**src/rtl/booth_pkg.sv**
```systemverilog
// Shared types for the radix-4 Booth digit sequencer: FSM states and the
// sign/magnitude flags that describe one recoded digit.
package booth_pkg;

    typedef enum logic {
        IDLE = 1'b0,
        RUN  = 1'b1
    } state_t;

    typedef struct packed {
        logic neg;
        logic one;
        logic two;
    } booth_digit_t;

endpackage

```
**src/rtl/booth_r4_digit_enc.sv**
```systemverilog
// Combinational radix-4 Booth encoder: one triplet (b[2i+1], b[2i], b[2i-1])
// in, sign/magnitude flags and the signed digit value out.
module booth_r4_digit_enc
    import booth_pkg::*;
(
    input  logic              [2:0] triplet_i,
    output booth_digit_t            digit_o,
    output logic signed       [2:0] value_o
);

    // NOTE: every output gets a default first so no path through the case leaves it unassigned (no latch).
    always_comb begin
        digit_o.one = triplet_i[1] ^ triplet_i[0];
        digit_o.two = (triplet_i == 3'b100) || (triplet_i == 3'b011);
        digit_o.neg = triplet_i[2] & ~(triplet_i[1] & triplet_i[0]);
        value_o     = 3'sd0;
        case (triplet_i)
            3'b001, 3'b010: value_o = 3'sd1;
            3'b011:         value_o = 3'sd2;
            3'b100:         value_o = -3'sd2;
            3'b101, 3'b110: value_o = -3'sd1;
            default:        value_o = 3'sd0;
        endcase
    end

endmodule

```
**src/rtl/booth_r4_enc_seq.sv**
```systemverilog
// Sequential radix-4 Booth recoder: captures a signed multiplier operand and
// streams its WIDTH/2 digits, least significant first, over a valid/ready port.
module booth_r4_enc_seq
    import booth_pkg::*;
#(
    parameter int WIDTH        = 8,
    parameter int TRUNC_DIGITS = 0
) (
    input  logic                             clk,
    input  logic                             rst_n,
    input  logic                             in_valid,
    output logic                             in_ready,
    input  logic [WIDTH-1:0]                 in_b,
    output logic                             out_valid,
    input  logic                             out_ready,
    output logic                             out_neg,
    output logic                             out_one,
    output logic                             out_two,
    output logic signed [2:0]                out_digit,
    output logic [$clog2(WIDTH/2)-1:0]       out_idx,
    output logic                             out_last
);

    localparam int                N        = WIDTH / 2;
    localparam int                IDX_W    = $clog2(N);
    localparam logic [IDX_W-1:0]  LAST_IDX = IDX_W'(N - 1);

    state_t              state_q, state_d;
    logic [IDX_W-1:0]    idx_q, idx_d;
    logic [WIDTH-1:0]    opnd_q, opnd_d;
    booth_digit_t        dig_q, dig_d;
    logic signed [2:0]   val_q, val_d;
    logic                last_q, last_d;

    // The single encoder looks one digit ahead: in IDLE it sees digit 0 of the
    // incoming operand, in RUN the digit after the one currently presented.
    logic [WIDTH-1:0]    enc_src;
    logic [IDX_W-1:0]    enc_idx;
    logic [WIDTH:0]      enc_ext;
    logic [WIDTH:0]      enc_shift;
    logic [2:0]          enc_triplet;
    booth_digit_t        enc_dig;
    logic signed [2:0]   enc_val;
    logic                enc_kill;
    booth_digit_t        nxt_dig;
    logic signed [2:0]   nxt_val;

    always_comb begin
        enc_src     = (state_q == IDLE) ? in_b : opnd_q;
        enc_idx     = (state_q == IDLE) ? '0 : idx_q + IDX_W'(1);
        enc_ext     = {enc_src, 1'b0};
        enc_shift   = enc_ext >> {enc_idx, 1'b0};
        enc_triplet = enc_shift[2:0];
    end

    booth_r4_digit_enc u_enc (
        .triplet_i (enc_triplet),
        .digit_o   (enc_dig),
        .value_o   (enc_val)
    );

    // Approximate mode: the lowest TRUNC_DIGITS digits are still emitted, but as zero.
    always_comb begin
        enc_kill = int'(enc_idx) < TRUNC_DIGITS;
        nxt_dig  = enc_kill ? '0 : enc_dig;
        nxt_val  = enc_kill ? 3'sd0 : enc_val;
    end

    always_comb begin
        state_d   = state_q;
        idx_d     = idx_q;
        opnd_d    = opnd_q;
        dig_d     = dig_q;
        val_d     = val_q;
        last_d    = last_q;
        in_ready  = 1'b0;
        out_valid = 1'b0;
        case (state_q)
            IDLE: begin
                in_ready = 1'b1;
                if (in_valid) begin
                    state_d = RUN;
                    idx_d   = '0;
                    opnd_d  = in_b;
                    dig_d   = nxt_dig;
                    val_d   = nxt_val;
                    last_d  = (enc_idx == LAST_IDX);
                end
            end
            RUN: begin
                out_valid = 1'b1;
                if (out_ready) begin
                    if (idx_q == LAST_IDX) begin
                        state_d = IDLE;
                        idx_d   = '0;
                        dig_d   = '0;
                        val_d   = 3'sd0;
                        last_d  = 1'b0;
                    end else begin
                        idx_d   = enc_idx;
                        dig_d   = nxt_dig;
                        val_d   = nxt_val;
                        last_d  = (enc_idx == LAST_IDX);
                    end
                end
            end
            default: state_d = IDLE;
        endcase
    end

    // NOTE: state uses non-blocking assignments so every register samples pre-edge values.
    always_ff @(posedge clk or negedge rst_n) begin
        if (!rst_n) begin
            state_q <= IDLE;
            idx_q   <= '0;
            opnd_q  <= '0;
            dig_q   <= '0;
            val_q   <= 3'sd0;
            last_q  <= 1'b0;
        end else begin
            state_q <= state_d;
            idx_q   <= idx_d;
            opnd_q  <= opnd_d;
            dig_q   <= dig_d;
            val_q   <= val_d;
            last_q  <= last_d;
        end
    end

    assign out_neg   = dig_q.neg;
    assign out_one   = dig_q.one;
    assign out_two   = dig_q.two;
    assign out_digit = val_q;
    assign out_idx   = idx_q;
    assign out_last  = last_q;

endmodule

```
**config.mk**
```make
export PLATFORM = sky130hd
export DESIGN_NAME = booth_r4_enc_seq
export DESIGN_NICKNAME = d
export VERILOG_FILES = /design/src/rtl/booth_pkg.sv /design/src/rtl/booth_r4_digit_enc.sv /design/src/rtl/booth_r4_enc_seq.sv
export SDC_FILE = /design/constraint.sdc
export NUM_CORES = 1
export LEC_CHECK = 0
export BUFFER_PORTS_ARGS = -buffer_cell sky130_fd_sc_hd__buf_2
export CORE_ASPECT_RATIO = 0.8
export CORE_MARGIN = 2
export CORE_UTILIZATION = 40
export DETAILED_ROUTE_END_ITERATION = 16
export PLACE_DENSITY = 0.59
export SETUP_SLACK_MARGIN = 0.5
export SLEW_MARGIN = 20
export SYNTH_ARGS = -nofsm -noshare
export SYNTH_HDL_FRONTEND = slang
export SYNTH_SLANG_ARGS = --single-unit
```
**constraint.sdc**
```tcl
create_clock -name clk -period 2.8 [get_ports clk]
set_input_delay 0.28 -clock clk [delete_from_list [all_inputs] [get_ports clk]]
set_output_delay 0.28 -clock clk [all_outputs]
set_load 0.01 [all_outputs]
```
==> results of run 1 <==
[cells by family (layout without fill, tap and decap cells)]
logic type,after synthesis,after routing,synth area share
flip-flops,17,17,0.476
AND/OR/NAND/NOR,17,17,0.0881
multiplexers,16,16,0.236
AO/OA/AOI/OAI,12,12,0.0797
buffers and inverters,8,35,0.0406
adder cells (fa/ha/maj),5,5,0.0699
XOR/XNOR,1,1,0.00979
[placed cells by master (no fill, tap or decap), types with 2 or more instances in the layout]
cell	instances
buf_2	22
buf_4	5
clkbuf_4	3
dfrtp_1	16
ha_1	4
inv_1	3
mux2_2	8
mux2i_1	4
nand2_1	9
nor2_1	3
o21ai_0	4
o21ai_1	2
[worst register-to-register path, delay by kind of cell, from the launching register on]
kind	cells	cell delay (ns)
adder cells (fa/ha/maj)	2	0.52
AO/OA/AOI/OAI	1	0.07
multiplexers	3	0.64
flip-flops	1	0.48
AND/OR/NAND/NOR	1	0.33
buffers and inverters	1	0.09
[state kept, by name, summed over array words and instances (netlist names)]
signal,flops
out_digit,2
out_two,1
opnd_q,8
state_q,1
out_neg,1
out_last,1
out_one,1
out_idx,2
[cell type report]
| class | count | area, um^2 | share of cell area |
|---|---|---|---|
| Timing Repair Buffer | 28 | 158 | 0.142 |
| Tap cell | 25 | 31.3 | 0.0282 |
| Inverter | 3 | 11.3 | 0.0101 |
| Sequential cell | 17 | 427 | 0.384 |
| Multi-Input combinational cell | 51 | 458 | 0.412 |
| Clock buffer | 4 | 26.3 | 0.0236 |
[what timing repair did]
action | CTS | global route
gates resized for setup | 4 | 2
pin swaps | 0 | 1
hold endpoints to repair | 17 | 0
hold buffers | 1 | 0
endpoints found under the setup margin | 2 | 2
buffers inserted | 0 | 5
[final timing paths]
path	from	to	slack, ns	cells past startpoint
worst max-delay path	out_idx[0]	out_digit[1]	0.57	8
worst min register to register	out_neg	out_neg	0.48	2
min in group asynchronous	rst_n	state_q	0.42	2
worst max register to register	out_idx[0]	out_digit[1]	0.57	8
max in group asynchronous	rst_n	out_idx[0]	2.09	2
worst min-delay path	in_valid	out_idx[0]	0.20	2
[layer usage]
metal	share of wire	vias up	routed length [um]	track usage
li1	-	323	-	-
met1	0.48	294	780	0.179
met2	0.42	24	682	0.200
met3	0.076	4	123	0.0618
met4	0.015	0	24	0.0558
met5	0	-	0	0
[metrics by stage]
stage	hold slack, ns	power [uW]
after detailed placement	0.225	1180
final	0.201	1450
after CTS	0.192	1350
after global placement	0.219	1150
after global routing	0.190	1580
after floorplan	-0.0156	1010
[power by group]
group | switching [uW] | total, uW | internal (uW)
clock | 76.9 | 132 | 55.6
combinational | 370 | 859 | 489
sequential | 95.3 | 457 | 362
==> qor.yml, run 1 <==
finish:
  antenna_cells: 0
  layout-drive-gt1-share: 0.447
  area_delta_synth_final_pct: 24.2
  finalNonFillerCells: 128
  final_cell_area_mm2: 0.00111
  n_fill_cell: 218
  final_util: 0.519
  nets: 121
pwr:
  p_leak_uw: 0.000553
  max-vdd-ir-drop_mv: 0.631
  power.density_mw_per_mm2: 1300
sta:
  rsz0062_at_grt: "false"
  finalSetupTns_ns: 0
  fin_worst_skew_ns: 0.00226
  worst_slack_ns: 0.568
  finalHoldViolCount: 0
  fmax_ghz: 0.448
  fin_crit_sh: 0.797
  slew_headroom: 0.677
  fin_crit_ns: 2.23
  finalSetupViolations: 0
  drv_slew: 0
  worst_pin_slew_ns: 0.484
logic_synthesis:
  synth_top_area_cell: "dfrtp_1"
  ys.flop_type: "dfrtp_1"
  synthCells: 76
  synth-seq-cells: 17
  yosys-top-cells-area: "dfrtp_1 48%, mux2_2 10%, ha_1 7.0%"
  synth_commonest_cells: "17 x dfrtp_1, 9 x nand2_1, 8 x mux2_2"
  synth_top_area_share: 0.476
  syn-num-nets: 93
  synthMostInstantiatedCell: "dfrtp_1"
  async_reset_ff_frac: 1.00
  synth_area_um2: 895
  synth_cell_types: 26
  yosysWarningCount: 0
  seq_area_frac_synth: 0.476
  avgSynthCellArea_um2: 11.8
  synth_edf_count: 0
clocking:
  h-tree-depth: 1
  cts_root_buffer: "clkbuf_4"
  clk_latency_ns: 0.30
  cts_buffers: 3
  cts_tree: "done"
  clock-sinks: 17
  clkTransAtPathRegs_ns: 0.09
  clock_path_buffers: 2
die:
  dieArea_mm2: 0.00263
  initial_core_util: 0.418
  row_count: 15
  pin_count: 23
  die_h_um: 46.3
  fp.dieW_um: 56.9
  core-area_mm2: 0.00214
route:
  dr.pass1.iters: 4
  wl_um: 1610
  drc: 0
  vias: 645
  wl_per_cell_um: 12.6
  viasPerCell: 5.04
  ant_nets: 0
  drt-initial-drc-count: 16
setup_path:
  slowest_stage: "dfrtp_2"
  crit_family: "multiplexers"
  cp_max_fo: 7
  crit_type: "reg -> reg"
  crit_chain: "ha_4 -> mux4_1 -> mux2i_2 -> inv_1 -> ha_1 -> or3_4 -> mux2i_1 -> o21ai_1"
  cp-end-kind: "flip-flop"
  worstPathArrival_ns: 2.43
  worst-path-buf-inv: 1
  start_kind: "flip-flop"
  max_stage_delay_ns: 0.48
  critPathRequiredTime_ns: 2.99
place:
  dpl_worst_slack_ns: 0.300
  placed_cell_area_mm2: 0.00101
  dp_cells: 118
  port_buffers: 22
  globalplace.congestion: 0.756
  hpwl_um: 1200
global_routing:
  grt_pass1_vias: 568
  grtUsageTotal: 0.137
  grt_max_degree: 18
  grt_pass1_wl_um: 2570
  globalRouteOverflowTotal: 0
  antenna_found_initial: 0
outcome:
  outcome: "finished, final reports clean"
hold_path:
  hp-class: "in -> reg"
run:
  drv_cap: 0
Note: power is estimated with default switching activity, not from simulation.
==> run 2: changes to the inputs <==
- ABC_AREA: unset -> 1
- PLACE_DENSITY: 0.59 -> 0.61
- clock period: 2.8 -> 1.8 ns (I/O delays scaled with it)
==> run 2 against run 1 <==
Clock skew increased by 0.0063 ns. Via count grew 29%. Cell count rose by 38%. Critical path depth grew 3. Hold slack worse by 0.091 ns. Wire length rose by 31%. Core utilization is 8.8 points higher. Clock power is 59% higher. Final area grew 18%. First-iteration DRC count down 38%. Sequential cell count stayed put.
==> qor.yml, run 2 <==
outcome:
  outcome: "finished, final reports clean"
finish:
  layout_commonest_cell: "nand2_1"
  regMostFlops: "opnd_q"
  final_util: 0.608  # +0.0882
  largest_reg_flops: 8  # unchanged
  area_delta_synth_final_pct: 42.4
  nets: 169  # +40%
  antenna_cells: 0  # unchanged
  layout-drive-gt1-share: 0.444  # -0.00289
  layout_common_cells: "23 x nand2_1, 21 x buf_2, 16 x dfrtp_1"
  finalNonFillerCells: 176  # +38%
  n_fill_cell: 200  # -8.3%
run:
  drv_cap: 0  # unchanged
logic_synthesis:
  synth-seq-cells: 17  # unchanged
  synth_xor_xnor_area_share: 0  # -0.00979
  ys.flop_type: "dfrtp_1"
  synth_edf_count: 0  # unchanged
  synth_commonest_cells: "28 x nand2_1, 17 x dfrtp_1, 17 x inv_1"
  synth_top_area_cell: "dfrtp_1"
  synthMuxAreaShare: 0.0367  # -0.200
  synthSimpleGateAreaFrac: 0.236  # +0.148
  synth_cell_types: 21  # -19%
  synth_compound_area_frac: 0.102  # +0.0222
  synth_top_family_by_area: "simple AND/OR/NAND/NOR gates"
  synth_top_area_share: 0.462  # -0.0136
  synthMostInstantiatedCell: "nand2_1"
  async_reset_ff_frac: 1.00  # unchanged
  yosysWarningCount: 0  # unchanged
  synth_area_um2: 921  # +2.9%
  synthCells: 111  # +46%
  synthAdderAreaFrac: 0.0679  # -0.00200
  syn-num-nets: 128  # +38%
  seq_area_frac_synth: 0.462  # -0.0136
  yosys-top-cells-area: "dfrtp_1 46%, nand2_1 11%, inv_1 6.9%"
  avgSynthCellArea_um2: 8.30  # -30%
sta:
  worst_pin_slew_ns: 0.406  # -0.0778 ns
  fin_crit_ns: 1.71  # -0.520 ns
  drv_slew: 0  # unchanged
  fin_worst_skew_ns: 0.00851  # +0.00625 ns
  finalSetupViolations: 0  # unchanged
  rsz0062_at_grt: "true"
  finalHoldViolCount: 0  # unchanged
  worst_slack_ns: 0.0885  # -0.480 ns
  whs_ns: 0.111  # -0.0906 ns
  finalSetupTns_ns: 0  # unchanged
  slew_headroom: 0.729  # +0.0518
  fin_crit_sh: 0.951  # +0.154
  fmax_ghz: 0.584  # +30%
global_routing:
  grt_pass1_vias: 787  # +39%
  globalRouteOverflowTotal: 0  # unchanged
  antenna_found_initial: 0  # unchanged
  met3_usage: 0.0661  # +0.00432
  grt_pass1_wl_um: 3540  # +38%
  busiest_layer: "met2"
  grtUsageTotal: 0.183  # +0.0463
  grt_max_degree: 18  # unchanged
  use_met1: 0.220  # +0.0409
  met2_usage: 0.302  # +0.102
die:
  pin_count: 23  # unchanged
  die_h_um: 46.9  # +1.3%
  core-area_mm2: 0.00216  # +0.88%
  dieArea_mm2: 0.00270  # +2.7%
  initial_core_util: 0.427  # +0.00854
  fp.dieW_um: 57.6  # +1.4%
  row_count: 15  # unchanged
hold_path:
  hp-class: "in -> reg"
  min_path_cells: 2  # unchanged
  hp-start: "in_b[2]"
  whs_endpoint: "opnd_q[2]"
clocking:
  clkTransAtPathRegs_ns: 0.10  # about the same
  clk_latency_ns: 0.30  # about the same
  cts_root_buffer: "clkbuf_4"
  clock_path_buffers: 2  # unchanged
  cts_tree: "done"
  h-tree-depth: 1  # unchanged
  clock-sinks: 17  # unchanged
  cts_buffers: 3  # unchanged
route:
  wl_per_cell_um: 11.9  # -5.0%
  drc: 0  # unchanged
  ant_nets: 0  # unchanged
  dr.pass1.iters: 4  # unchanged
  viasPerCell: 4.73  # -6.1%
  drt-initial-drc-count: 10  # -6
  wl_um: 2100  # +31%
  vias: 833  # +29%
pwr:
  power.density_mw_per_mm2: 2080  # +60%
  max-vdd-ir-drop_mv: 1.16  # +83%
  p_leak_uw: 0.000694  # +26%
setup_path:
  reg2reg_to: "out_digit[1]"
  cp-end-kind: "flip-flop"
  critPathRequiredTime_ns: 1.99  # -1.00 ns
  worstPathArrival_ns: 1.91  # -0.52 ns
  rr_worst_depth: 11  # +3
  crit_type: "reg -> reg"
  r2r_start: "out_idx[0]"
  cp_max_fo: 3  # -4
  start_kind: "flip-flop"
  reg2reg_slack_ns: 0.09  # -0.48 ns
place:
  dpl_worst_slack_ns: 0.0225  # -0.277 ns
  port_buffers: 22  # unchanged
  dp_cells: 164  # +39%
  hpwl_um: 1530  # +28%
  globalplace.congestion: 0.835  # +11%
-- run 2: changes by cell type after synthesis, sizes merged, moves of 2 or more --
cell | before | now
nand3 | 0 | 10
o211ai | 0 | 2
mux2 | 8 | 3
inv | 3 | 18
nor2 | 3 | 7
nand4 | 0 | 2
mux4 | 2 | 0
a21oi | 0 | 3
clkbuf | 2 | 0
mux2i | 6 | 0
nand2 | 9 | 31
-- run 2: metal layers --
layer,share of wire,up-vias
met5,0,-
met4,0.018,0
met3,0.049,5
met2,0.47,19
met1,0.46,373
li1,-,436
-- run 2: worst max path at each step --
stage,from,endpoint,slack [ns],depth (start not counted)
floorplan,out_idx[0],out_digit[1],0.02,11
CTS,out_idx[0],out_digit[1],0.09,11
global placement,out_idx[0],out_digit[1],0.09,11
global route,out_idx[0],out_two,0.01,11
detailed placement,out_idx[0],out_digit[1],0.02,11
finish,out_idx[0],out_digit[1],0.09,11
-- run 2: critical path, stage by stage, from the launching register on --
cell and delay, ns:
dfrtp_2 0.44, ha_4 0.26, nand2_4 0.08, inv_4 0.04, o21ai_2 0.05, o22ai_2 0.10
buf_4 0.16, ha_1 0.17, nor2_1 0.10, nand2_1 0.05, nand4_1 0.09, nand3_1 0.08
-- run 2: timing repair --
action                                  4_1_cts  5_1_grt
setup buffers                                 2        5
hold buffers                                  1        0
hold endpoints to repair                     17        0
pin swaps                                     9        0
endpoints found under the setup margin       11       10
gates resized for setup                      17        6
-- run 2: cell type report --
cell class,count,area (um^2),area share
clock buffers,4,26.3,0.0200
inverters,18,72.6,0.0553
multi-input cells,73,489,0.373
flip-flops and latches,17,427,0.325
well taps,25,31.3,0.0239
repair buffers,39,265,0.202
-- run 2: power by group --
part	switching [uW]	leakage, uW	internal [uW]
Sequential	114	0.000205	560
Clock	123	0.0000150	86.5
Combinational	954	0.000475	895
Total	1190	0.000694	1540
-- run 2: logic make-up (layout without fill, tap and decap cells) --
| group | after synthesis | in the layout |
|---|---|---|
| compound gates | 15 | 15 |
| mux | 3 | 3 |
| buf+inv | 21 | 61 |
| flops | 17 | 17 |
| fa+ha+maj | 5 | 5 |
| simple gates | 50 | 50 |
-- run 2: through the flow --
stage	power, uW	cell area [um^2]
global placement	2190	1150
finish	2730	1310
CTS	2680	1260
global route	3000	1310
detailed placement	2220	1150
floorplan	1720	963
==> run 3: changes to the inputs <==
- ABC_CLOCK_PERIOD_IN_PS: unset -> 2100
- PLACE_DENSITY: 0.61 -> 0.59
- REMOVE_ABC_BUFFERS: unset -> 1
- clock period: 1.8 -> 2.1 ns (I/O delays scaled with it)
==> run 3 against run 2 <==
Sequential power shrank 13%. Clock skew shrank 0.0071 ns. Total power shrank 13%. Final area shrank 2.9%. Critical path depth is the same. Sequential share of layout area grew 0.96 points. Cell count shrank 1.7%. First-iteration DRC count grew 40%. Clock power shrank 18%. Worst setup slack gained 0.28 ns. Fmax shrank 1.0%. Largest cell class unchanged. Highest routed layer unchanged.
==> qor.yml, run 3 (synthesis gave the netlist of run 2 again) <==
sta:
  fin_worst_skew_ns: 0.00143  # -0.00708 ns
  whs_ns: 0.149  # +0.0388 ns
  drv_slew: 0  # unchanged
  rsz0062_at_grt: "true"
  finalHoldViolCount: 0  # unchanged
  slew_headroom: 0.735  # +0.00543
  finalSetupTns_ns: 0  # unchanged
  finalSetupViolations: 0  # unchanged
  worst_pin_slew_ns: 0.398  # -0.00815 ns
  fin_crit_ns: 1.73  # +0.0178 ns
  fmax_ghz: 0.578  # -1.0%
  fin_crit_sh: 0.824  # -0.127
global_routing:
  grtUsageTotal: 0.163  # -0.0200
  grt_max_degree: 18  # unchanged
  grt_pass1_wl_um: 3330  # -6.0%
  globalRouteOverflowTotal: 0  # unchanged
  antenna_found_initial: 0  # unchanged
  grt_pass1_vias: 762  # -3.2%
setup_path:
  cp-end-kind: "flip-flop"
  crit_chain: "ha_4 -> nand2_4 -> inv_2 -> o21ai_2 -> o22ai_2 -> buf_4 -> ha_2 -> nor2_2 -> nand2_1 -> nand4_1 -> nand2_1"
  crit_type: "reg -> reg"
  critPathRequiredTime_ns: 2.33  # +0.34 ns
  cp_max_fo: 2  # -1
  start_kind: "flip-flop"
  worstPathArrival_ns: 1.96  # +0.05 ns
  path_common_cell: "nand2_1"
  max_stage_delay_ns: 0.42  # -0.02 ns
  slowest_stage: "dfrtp_1"
route:
  wl_um: 2100  # -0.19%
  drt-initial-drc-count: 14  # +4
  wl_per_cell_um: 12.1  # +1.5%
  vias: 845  # +1.4%
  ant_nets: 0  # unchanged
  dr.pass1.iters: 4  # unchanged
  viasPerCell: 4.88  # +3.2%
  drc: 0  # unchanged
outcome:
  outcome: "finished, final reports clean"
die:
  pin_count: 23  # unchanged
  row_count: 15  # unchanged
  die_h_um: 46.9  # unchanged
  fp.dieW_um: 57.6  # unchanged
  dieArea_mm2: 0.00270  # unchanged
  core-area_mm2: 0.00216  # unchanged
  initial_core_util: 0.427  # unchanged
clocking:
  clk_latency_ns: 0.29  # about the same
  clock_path_buffers: 2  # unchanged
  cts_buffers: 3  # unchanged
  clock-sinks: 17  # unchanged
  clkTransAtPathRegs_ns: 0.09  # about the same
  cts_root_buffer: "clkbuf_4"
  cts_tree: "done"
  h-tree-depth: 1  # unchanged
pwr:
  p_leak_uw: 0.000688  # -0.93%
  total_power_uw: 2390  # -13%
  power.density_mw_per_mm2: 1880  # -10%
  max-vdd-ir-drop_mv: 1.04  # -9.9%
finish:
  final_cell_area_mm2: 0.00127  # -2.9%
  n_fill_cell: 192  # -4.0%
  layout_commonest_cell: "nand2_1"
  largest_reg_flops: 8  # unchanged
  layout_common_cells: "24 x nand2_1, 22 x buf_2, 16 x dfrtp_1"
  layout-drive-gt1-share: 0.439  # -0.00452
  area_delta_synth_final_pct: 38.3
  antenna_cells: 0  # unchanged
  nets: 166  # -1.8%
  final_util: 0.590  # -0.0174
  regMostFlops: "opnd_q"
place:
  port_buffers: 22  # unchanged
  placed_cell_area_mm2: 0.00106  # -7.6%
  hpwl_um: 1450  # -5.4%
  globalplace.congestion: 0.754  # -9.7%
run:
  drv_cap: 0  # unchanged
hold_path:
  hp-class: "in -> reg"
-- run 3: worst paths after layout --
check | start | end | slack [ns] | cells after the start
setup reg to reg | out_idx[1] | out_digit[2] | 0.37 | 11
min in group asynchronous | rst_n | opnd_q[1] | 0.37 | 2
max in group asynchronous | rst_n | state_q | 1.43 | 2
hold reg to reg | out_digit[2] | out_digit[2] | 0.48 | 2
setup / recovery | out_idx[1] | out_digit[2] | 0.37 | 11
hold / removal | in_b[6] | opnd_q[6] | 0.15 | 2
-- run 3: area by class of cell --
type / instances / area, um^2 / share of cell area
tap: 25 / 31.3 / 0.0246
clock buffer: 4 / 26.3 / 0.0206
timing repair buffer: 36 / 229 / 0.180
multi-input combinational: 73 / 488 / 0.383
sequential: 17 / 427 / 0.335
inverter: 18 / 72.6 / 0.0570
-- run 3: where the power goes --
| group | internal, uW | total, uW | switching [uW] | leakage [uW] |
|---|---|---|---|---|
| combinational | 787 | 1630 | 845 | 0.000468 |
| clock | 73.8 | 172 | 97.9 | 0.0000150 |
| sequential | 480 | 586 | 106 | 0.000205 |
-- run 3: repair_timing --
item,4_1_cts,5_1_grt
hold endpoints to repair,17,0
hold buffers,1,0
setup buffers,4,6
pin swaps,11,16
resized for setup,12,17
endpoints found under the setup margin,5,5
-- run 3: metal layers --
metal | wire [um] | GRT usage | up-vias
met5 | 0 | 0 | -
met4 | 34 | 0.0419 | 0
met3 | 103 | 0.0551 | 4
met2 | 949 | 0.289 | 19
met1 | 1010 | 0.196 | 391
li1 | - | - | 431
-- run 3: through the flow --
stage / cells / worst slack, ns
after global routing: 173 / 0.281
after detailed placement: 158 / 0.0398
after CTS: 167 / 0.318
final: 173 / 0.371
after global placement: 158 / 0.184
after floorplan: 108 / 0.158
-- run 3: worst max-delay path: cells and delay by family, from the launching register on --
| family | cells | cell delay, ns |
|---|---|---|
| AND/OR/NAND/NOR | 5 | 0.32 |
| buffers and inverters | 2 | 0.23 |
| AO/OA/AOI/OAI | 2 | 0.24 |
| flip-flops | 1 | 0.42 |
| adder cells (fa/ha/maj) | 2 | 0.47 |
